$ cat src/rtl/uart_tx_peripheral_if.sv
// CPU data-memory access bundle seen by the UART TX peripheral.
//   address     - byte address from the MEM stage
//   input_data  - store data (peripheral consumes [7:0])
//   mem_write   - store strobe
//   mem_read    - load strobe
//   output_data - load data returned by the peripheral
//   stall       - peripheral asks the MEM stage to hold the store
// master: CPU side, slave: peripheral side.
interface uart_tx_peripheral_if;
  logic [31:0] address;
  logic [31:0] input_data;
  logic        mem_write;
  logic        mem_read;
  logic [31:0] output_data;
  logic        stall;

  modport master (
    output address, input_data, mem_write, mem_read,
    input  output_data, stall
  );

  modport slave (
    input  address, input_data, mem_write, mem_read,
    output output_data, stall
  );
endinterface

$ cat src/rtl/uart_tx_peripheral.sv
// Memory-mapped UART transmitter. Stores to TXDATA (+0x0) are queued in a
// small FIFO and serialised LSB first on tx. STATUS (+0x4) exposes
// {count[7:4], busy[2], empty[1], full[0]}. A store that finds the FIFO
// full raises stall so the MEM stage holds it.
// Optional feature macro: UART_TX_PARITY_EN adds an even parity bit (8E1);
// without it frames are 8N1.
// Ports:
//   clock, reset_n - clock and asynchronous active-low reset
//   bus            - slave side of the data-memory access bundle
//   tx             - serial line, idle high
//   busy           - a frame is in progress
module uart_tx_peripheral #(
  parameter logic [31:0] BASE_ADDRESS  = 32'h0000_1000,
  parameter int          CLOCK_DIVIDER = 117,
  parameter int          FIFO_DEPTH    = 4
) (
  input  logic                 clock,
  input  logic                 reset_n,
  uart_tx_peripheral_if.slave  bus,
  output logic                 tx,
  output logic                 busy
);
  localparam int PW = $clog2(FIFO_DEPTH);
  localparam int CW = PW + 1;
  localparam int BW = $clog2(CLOCK_DIVIDER);

  typedef enum logic [2:0] {
    S_IDLE,
    S_START,
    S_DATA,
`ifdef UART_TX_PARITY_EN
    S_PARITY,
`endif
    S_STOP
  } state_t;

  state_t          state, state_n;
  logic [7:0]      mem [FIFO_DEPTH];
  logic [PW-1:0]   wr_ptr, rd_ptr;
  logic [CW-1:0]   count;
  logic            full, empty, push, pop;
  logic            sel, wr_txdata, rd_status;
  logic [BW-1:0]   baud_cnt;
  logic            baud_end;
  logic [2:0]      bit_idx;
  logic [7:0]      shift_reg;
`ifdef UART_TX_PARITY_EN
  logic            parity_q;
`endif
  logic            unused_data;

  assign unused_data = ^bus.input_data[31:8];

  // ---- bus decode ----
  assign sel       = (bus.address[31:4] == BASE_ADDRESS[31:4]);
  assign wr_txdata = sel && bus.mem_write && (bus.address[3:0] == 4'h0);
  assign rd_status = sel && bus.mem_read  && (bus.address[3:0] == 4'h4);

  // full/empty are from the registered count: a pop frees a slot for a
  // stalled store only on the following cycle.
  assign full  = (count == CW'(FIFO_DEPTH));
  assign empty = (count == '0);
  assign push  = wr_txdata && !full;
  assign bus.stall = wr_txdata && full;

  assign bus.output_data = rd_status ?
    {24'd0, 4'(count), 1'b0, busy, empty, full} : 32'd0;

  // ---- FIFO ----
  always_ff @(posedge clock) begin
    if (push) mem[wr_ptr] <= bus.input_data[7:0];
  end

  always_ff @(posedge clock or negedge reset_n) begin
    if (!reset_n) begin
      wr_ptr <= '0;
      rd_ptr <= '0;
      count  <= '0;
    end else begin
      if (push) wr_ptr <= wr_ptr + PW'(1);
      if (pop)  rd_ptr <= rd_ptr + PW'(1);
      count <= count + CW'(push) - CW'(pop);
    end
  end

  // ---- frame FSM ----
  assign baud_end = (baud_cnt == BW'(CLOCK_DIVIDER - 1));
  assign busy     = (state != S_IDLE);

  always_ff @(posedge clock or negedge reset_n) begin
    if (!reset_n) state <= S_IDLE;
    else          state <= state_n;
  end

  always_comb begin
    state_n = state;
    pop     = 1'b0;
    tx      = 1'b1;
    case (state)
      S_IDLE: begin
        if (!empty) begin
          pop     = 1'b1;
          state_n = S_START;
        end
      end
      S_START: begin
        tx = 1'b0;
        if (baud_end) state_n = S_DATA;
      end
      S_DATA: begin
        tx = shift_reg[0];
        if (baud_end && bit_idx == 3'd7) begin
`ifdef UART_TX_PARITY_EN
          state_n = S_PARITY;
`else
          state_n = S_STOP;
`endif
        end
      end
`ifdef UART_TX_PARITY_EN
      S_PARITY: begin
        tx = parity_q;
        if (baud_end) state_n = S_STOP;
      end
`endif
      S_STOP: begin
        // Chain straight into the next start bit when more data is queued.
        if (baud_end) begin
          if (!empty) begin
            pop     = 1'b1;
            state_n = S_START;
          end else begin
            state_n = S_IDLE;
          end
        end
      end
      default: state_n = S_IDLE;
    endcase
  end

  // Bit timing and shifter; a pop restarts the bit timer for the new frame.
  always_ff @(posedge clock or negedge reset_n) begin
    if (!reset_n) begin
      baud_cnt  <= '0;
      bit_idx   <= '0;
      shift_reg <= '0;
`ifdef UART_TX_PARITY_EN
      parity_q  <= 1'b0;
`endif
    end else if (pop) begin
      baud_cnt  <= '0;
      bit_idx   <= '0;
      shift_reg <= mem[rd_ptr];
`ifdef UART_TX_PARITY_EN
      parity_q  <= ^mem[rd_ptr];
`endif
    end else if (state != S_IDLE) begin
      baud_cnt <= baud_end ? '0 : baud_cnt + BW'(1);
      if (state == S_DATA && baud_end) begin
        shift_reg <= shift_reg >> 1;
        bit_idx   <= bit_idx + 3'd1;
      end
    end
  end
endmodule
$ cat src/flat_wrapper.sv
// flat-port wrapper written by rule: the top's interface ports become plain ports
module uart_tx_peripheral_flat 
#(
  parameter logic [31:0] BASE_ADDRESS  = 32'h0000_1000,
  parameter int          CLOCK_DIVIDER = 117,
  parameter int          FIFO_DEPTH    = 4
)
  (clock, reset_n, tx, busy, bus_address, bus_input_data, bus_mem_write, bus_mem_read, bus_output_data, bus_stall);
  uart_tx_peripheral_if bus_i ();
  input  logic clock;
  input  logic reset_n;
  output logic tx;
  output logic busy;
  input wire logic [$bits(bus_i.address)-1:0] bus_address;
  input wire logic [$bits(bus_i.input_data)-1:0] bus_input_data;
  input wire logic [$bits(bus_i.mem_write)-1:0] bus_mem_write;
  input wire logic [$bits(bus_i.mem_read)-1:0] bus_mem_read;
  output wire logic [$bits(bus_i.output_data)-1:0] bus_output_data;
  output wire logic [$bits(bus_i.stall)-1:0] bus_stall;
  assign bus_i.address = bus_address;
  assign bus_i.input_data = bus_input_data;
  assign bus_i.mem_write = bus_mem_write;
  assign bus_i.mem_read = bus_mem_read;
  assign bus_output_data = bus_i.output_data;
  assign bus_stall = bus_i.stall;
  uart_tx_peripheral #(.BASE_ADDRESS(BASE_ADDRESS), .CLOCK_DIVIDER(CLOCK_DIVIDER), .FIFO_DEPTH(FIFO_DEPTH)) u_core (.clock(clock), .reset_n(reset_n), .bus(bus_i), .tx(tx), .busy(busy));
endmodule
$ cat config.mk
export PLATFORM = sky130hd
export DESIGN_NAME = uart_tx_peripheral_flat
export DESIGN_NICKNAME = d
export VERILOG_FILES = /design/src/rtl/uart_tx_peripheral_if.sv /design/src/rtl/uart_tx_peripheral.sv /design/src/flat_wrapper.sv
export SDC_FILE = /design/constraint.sdc
export NUM_CORES = 1
export LEC_CHECK = 0
export ABC_AREA = 1
export ABC_CLOCK_PERIOD_IN_PS = 2200
export CORE_MARGIN = 8
export CORE_UTILIZATION = 42
export CTS_CLUSTER_SIZE = 40
export DETAILED_ROUTE_END_ITERATION = 8
export MAX_ROUTING_LAYER = met4
export PLACE_DENSITY = 0.73
export SETUP_SLACK_MARGIN = 0.05
export SLEW_MARGIN = 20
export SYNTH_ARGS = -nofsm -noshare
export SYNTH_HDL_FRONTEND = slang
export SYNTH_SLANG_ARGS = --single-unit
$ cat constraint.sdc
create_clock -name clock -period 2.2 [get_ports clock]
set_input_delay 0.22 -clock clock [delete_from_list [all_inputs] [get_ports clock]]
set_output_delay 0.22 -clock clock [all_outputs]
set_load 0.01 [all_outputs]
## Yosys cells after proc, flatten, opt, wreduce, memory -nomap -nowiden

Memory sizes are Yosys's and may differ from the RTL's.
Index checks and enable logic that the tools add are counted.

- Add/sub/neg operators: 6
- $mul: 0
- Divide/modulo/power cells: 0
- $lt $le $gt $ge: 0
- Equality and inequality tests: 12
- Shift operators: 0
- Mux-type cells: 22
- Bitwise operators: 0
- Reductions and logical operators: 17

Operator list:

| kind | count |
|---|---|
| $eq A28 B9 Y1 const B | 1 |
| $mux W7 | 4 |
| $mux W8 | 3 |
| $mux W3 | 7 |
| $pmux W3 S4 | 1 |
| $logic_and A1 B1 Y1 | 8 |
| $add A7 B1 Y7 const B | 1 |
| $eq A7 B7 Y1 const B | 1 |
| $eq A3 B2 Y1 const B | 2 |
| $eq A3 B3 Y1 const B | 2 |
| $logic_not A3 Y1 | 2 |
| $ne A2 B1 Y1 const B | 3 |
| $mux W1 | 5 |
| $add A2 B1 Y2 const B | 2 |
| $eq A4 B3 Y1 const B | 1 |
| $logic_not A4 Y1 | 1 |
| $pmux W1 S2 | 2 |
| $reduce_and A4 Y1 | 1 |
| $reduce_bool A2 Y1 | 2 |
| $add A3 B1 Y3 | 1 |
| $add A3 B1 Y3 const B | 1 |
| $eq A3 B1 Y1 const B | 1 |
| $reduce_bool A3 Y1 | 1 |
| $sub A3 B1 Y3 | 1 |
| 3 further kinds | 3 |

- Register bits: 28
- Bits in latches: 0
- Bits in writable memories: 32
- Memory bits (read-only): 0
- Output and inout bits: 35
- Word-level logic and storage cells: 65
- Memories kept: 1

Memories:

| name | depth | width | read ports | clocked after Yosys merged registers in | wr ports | RTL line | RTL |
|---|---|---|---|---|---|---|---|
| u_core.mem | 4 | 8 | 1 | 0 | 1 | uart_tx_peripheral.sv:38 | `logic [7:0] mem [FIFO_DEPTH];` |

## Depth between registers and ports, before layout

- Depth in word-level cells: 6
- Depth in mapped cells: 12

## Worst setup path before layout

No wires, ideal clock.

- Path type: flip-flop to flip-flop
- Start point: reg u_core.baud_cnt[0]
- End point: reg u_core.count[2]
- Setup time: 0.122 ns
- Arrival: 2.184 ns
- Slack: -0.106 ns
- Cell stages (with the launch flop): 13
- Buffers on the path: 0
- Clock period less this slack: 2.306 ns
- Cell sequence: dfrtp_1 -> inv_1 -> ha_1 -> nand3_4 -> nor2_8 -> nand2_4 -> a21oi_4 -> ha_1 -> inv_1 -> ha_1 -> inv_1 -> fa_1 -> xor2_1

- Longest elaborated chain between the ends: 4

RTL lines:

| element | RTL line | RTL |
|---|---|---|
| start: declaration | uart_tx_peripheral.sv:43 | `logic [BW-1:0] baud_cnt;` |
| start signal: assignment | uart_tx_peripheral.sv:158 | `baud_cnt <= baud_end ? '0 : baud_cnt + BW'(1);` |
| $eq A7 B7 Y1 | uart_tx_peripheral.sv:87 | `assign baud_end = (baud_cnt == BW'(CLOCK_DIVIDER - 1));` |
| $mux W1 | uart_tx_peripheral.sv:128 | `if (baud_end) begin` |
| $pmux W1 S2 | uart_tx_peripheral.sv:99 | `case (state)` |
| named net u_core.pop | uart_tx_peripheral.sv:41 | `logic full, empty, push, pop;` |
| $sub A3 B1 Y3 | uart_tx_peripheral.sv:82 | `count <= count + CW'(push) - CW'(pop);` |
| end signal: assignment | uart_tx_peripheral.sv:82 |  |
| end: declaration | uart_tx_peripheral.sv:40 | `logic [CW-1:0] count;` |

The timed path passes the listed nets, and every way through them passes these cells.
A chain may end at the register's enable or synchronous reset.

## Worst setup path in the final report

- Start point: reg u_core.baud_cnt[0]
- End point: reg u_core.count[1]

The elaborated chain is that of the path after synthesis.

==> out/summary.txt <==
fin util -> 0.5597
die area -> 10800 um2
antenna violations before repair -> 0
peak supply drop -> 814.0 uV
Clk Latency, worst-skew pair -> 0.34 ns
Worst Path Arrival -> 2.43 ns
ranking of synthesized cells by area -> edfxtp_1 (30%), dfrtp_1 (21%), nor2_1 (7.5%)
Boundary Pins -> 103
clock power share -> 0.437
Yosys top cell by area -> edfxtp_1
crit share post-route -> 0.9987
WHS -> 0.2590 ns
GRT Total Usage -> 0.1399
internal power -> 1.966 mW
RSZ-0062 raised after global routing -> true
ys async rst share -> 0.4576
max cap viols -> 0
Port Buffers -> 52
Sequential Power Share -> 0.479
post-route cell area -> 4258 um2
Reg clk slew, reported paths -> 0.07 ns
row count -> 32
Total Negative Setup Slacks -> 0 ns
final antenna-violating net count -> 0
critical path fanouts, max -> 2
Critical R2R Capture -> u_core.count[1]
max incr delay on CP -> 0.52 ns
area share of the largest cell type after synthesis -> 0.2960
TritonCTS clock tree -> yes
total grt overflow -> 0
fin worst setup slack -> 0.002843 ns
final setup fails -> 0
pin count of the biggest net entering global routing -> 28
switching power -> 0.5851 mW
total number of vias -> 2548
H-tree Lvls -> 3
Leakage -> 2.001 nW
Die X -> 103.9 um
r2r worst-path depth -> 12
Seq/Total Area, Yosys -> 0.5040
max reg flops -> 32
Residual DRC -> 0
combinational power share -> 0.084
synthesized cell area -> 3247 um2
Clock Tree Root -> clkbuf_8
DP Worst Slack -> -0.04993 ns
DP HPWL -> 5456 um
CTS sink cnt -> 59
Core Footprint -> 7607 um2
Die Height -> 103.9 um
Clock Path Buffers -> 2
Least-Margin Pin Slew -> 0.5807 ns
starting density of the core -> 0.4268
DR pass1 iterations -> 4
Top Family by Delay on Critical Path -> adder cells
most frequent CP cell -> inv_1
Worst slew margin -> 0.6099
FF-to-FF setup slack -> 0.003 ns
Vias per Instance -> 4.658
Cell Pwr Density -> 599.0 nW/um2
Setup CP Type -> flip-flop to flip-flop
Slew Viols, Final -> 0
CTS Buf Count -> 9
EDFF count, synth -> 32
outcome -> finished clean
final hold violations -> 0
Tmin final -> 2.197 ns
Area Growth Syn to Fin -> 31.14%
Startpoint Class -> flip-flop
skew final -> 0.01096 ns
Synth Register Bits -> 59
Synth Flop Type -> edfxtp_1
CP endpoint kind -> flip-flop
Max Fclk -> 455.1 MHz
Routed WL -> 7184 um
syn avg cell area -> 9.120 um2
CP bufs+invs -> 4
number of global-route vias before repair -> 2645
first-pass GRT wire length -> 12120 um
synth warn -> 0
Worst Setup SP -> u_core.baud_cnt[0]
Switching Share -> 0.2294
share of cells above drive strength 1 -> 0.1685
Routed WL per cell -> 13.13 um
start of the worst register-to-register path -> u_core.baud_cnt[0]
Gate Count Post-Synth -> 356
nets -> 523
slowest cell on the critical path -> fa_2
GP Congestion -> 0.7625
DRT iter0 DRCs -> 89
worst-path cell chain -> inv_2 -> ha_4 -> nand3_4 -> nor2_8 -> nand2_4 -> a21oi_4 -> ha_4 -> inv_1 -> ha_1 -> inv_1 -> fa_2 -> inv_1
Hold Path Class -> primary input to asynchronous set/reset pin
Placed Area -> 3969 um2
Distinct cells, synth -> 31
Ant. Diodes -> 0
Critical Path RT -> 2.43 ns
==> cells by family after synthesis <==
family | after synthesis | share of synthesized area
AO/OA/AOI/OAI | 35 | 0.06127
XOR/XNOR | 5 | 0.01349
adder cells (fa/ha/maj) | 15 | 0.06012
buffers and inverters | 71 | 0.1175
flip-flops | 59 | 0.5040
other | 1 | 0.001155
AND/OR/NAND/NOR | 170 | 0.2424
==> cell type report <==
cell class,instances,area [um2]
flip-flops and latches,59,1637
inverters,35,135.1
clock buffers,9,123.9
fillers,687,3349
multi-input cells,251,1371
well taps,102,127.6
clock inverters,7,98.84
repair buffers,84,764.5
==> metrics by stage <==
step | instances | power [mW]
2_1_floorplan | 381 | 1.361
3_3_place_gp | 528 | 1.437
3_5_place_dp | 528 | 1.448
4_1_cts | 544 | 2.565
5_1_grt | 547 | 2.655
6_report | 547 | 2.551
==> power groups by stage <==
stage | Clock (mW) | Combinational, mW | Sequential, mW
after global routing | 1.19 | 0.242 | 1.22
final | 1.11 | 0.215 | 1.22
after CTS | 1.14 | 0.208 | 1.22
after detailed placement | 0 | 0.205 | 1.24
after global placement | 0 | 0.195 | 1.24
after floorplan | 0 | 0.118 | 1.24
==> placed cells by master (no fill, tap or decap), drive strengths merged <==
| master | synthesis | layout |
|---|---|---|
| xnor2 | 1 | 1 |
| clkinvlp | 0 | 2 |
| o21ai | 26 | 26 |
| o211ai | 1 | 1 |
| nand4 | 11 | 11 |
| ha | 14 | 14 |
| bufinv | 0 | 2 |
| xor2 | 4 | 4 |
| conb | 1 | 26 |
| a21oi | 3 | 3 |
| fa | 1 | 1 |
| clkdlybuf4s50 | 0 | 43 |
| dfrtp | 27 | 27 |
| dlygate4sd2 | 0 | 5 |
| nand3 | 35 | 35 |
| nor3 | 5 | 5 |
| nor2 | 66 | 66 |
| clkinv | 1 | 3 |
| nand2 | 49 | 49 |
| and2 | 1 | 1 |
| inv | 34 | 35 |
| o22ai | 4 | 4 |
| or2 | 3 | 3 |
| dlymetal6s2s | 0 | 4 |
| edfxtp | 32 | 32 |
| clkbuf | 6 | 9 |
| buf | 30 | 32 |
| a31oi | 1 | 1 |
==> cells in the mapped netlist (all sizes together), types with 3 or more instances <==
cell,count
nor2,66
nand2,49
nand3,35
inv,34
edfxtp,32
buf,30
dfrtp,27
o21ai,26
ha,14
nand4,11
clkbuf,6
nor3,5
o22ai,4
xor2,4
a21oi,3
or2,3
==> worst max-delay path by stage <==
stage / endpoint / slack [ns] / cells after the start
after floorplan: u_core.count[2] / -0.09 / 12
after global routing: u_core.count[1] / -0.08 / 12
after global placement: bus_stall / -0.03 / 11
after detailed placement: bus_output_data[0] / -0.05 / 9
after CTS: u_core.count[1] / 0.02 / 12
final: u_core.count[1] / 0.003 / 12
==> routing by layer <==
layer	global-route usage	routed length (um)	vias to the layer above	part of all wire
li1	-	-	1291	-
met1	0.1403	2831	1184	0.39
met2	0.2507	3862	59	0.54
met3	0.05081	392	14	0.055
met4	0.03723	96	0	0.013
met5	-	0	-	0
==> timing repair <==
item | in CTS | in global routing
pin swaps | 1 | 4
endpoints found under the setup margin | 9 | 8
gates cloned | 0 | 0
resized for setup | 10 | 11
hold buffers | 0 | 0
setup buffers | 0 | 3
Note: power is estimated with default switching activity, not from simulation.
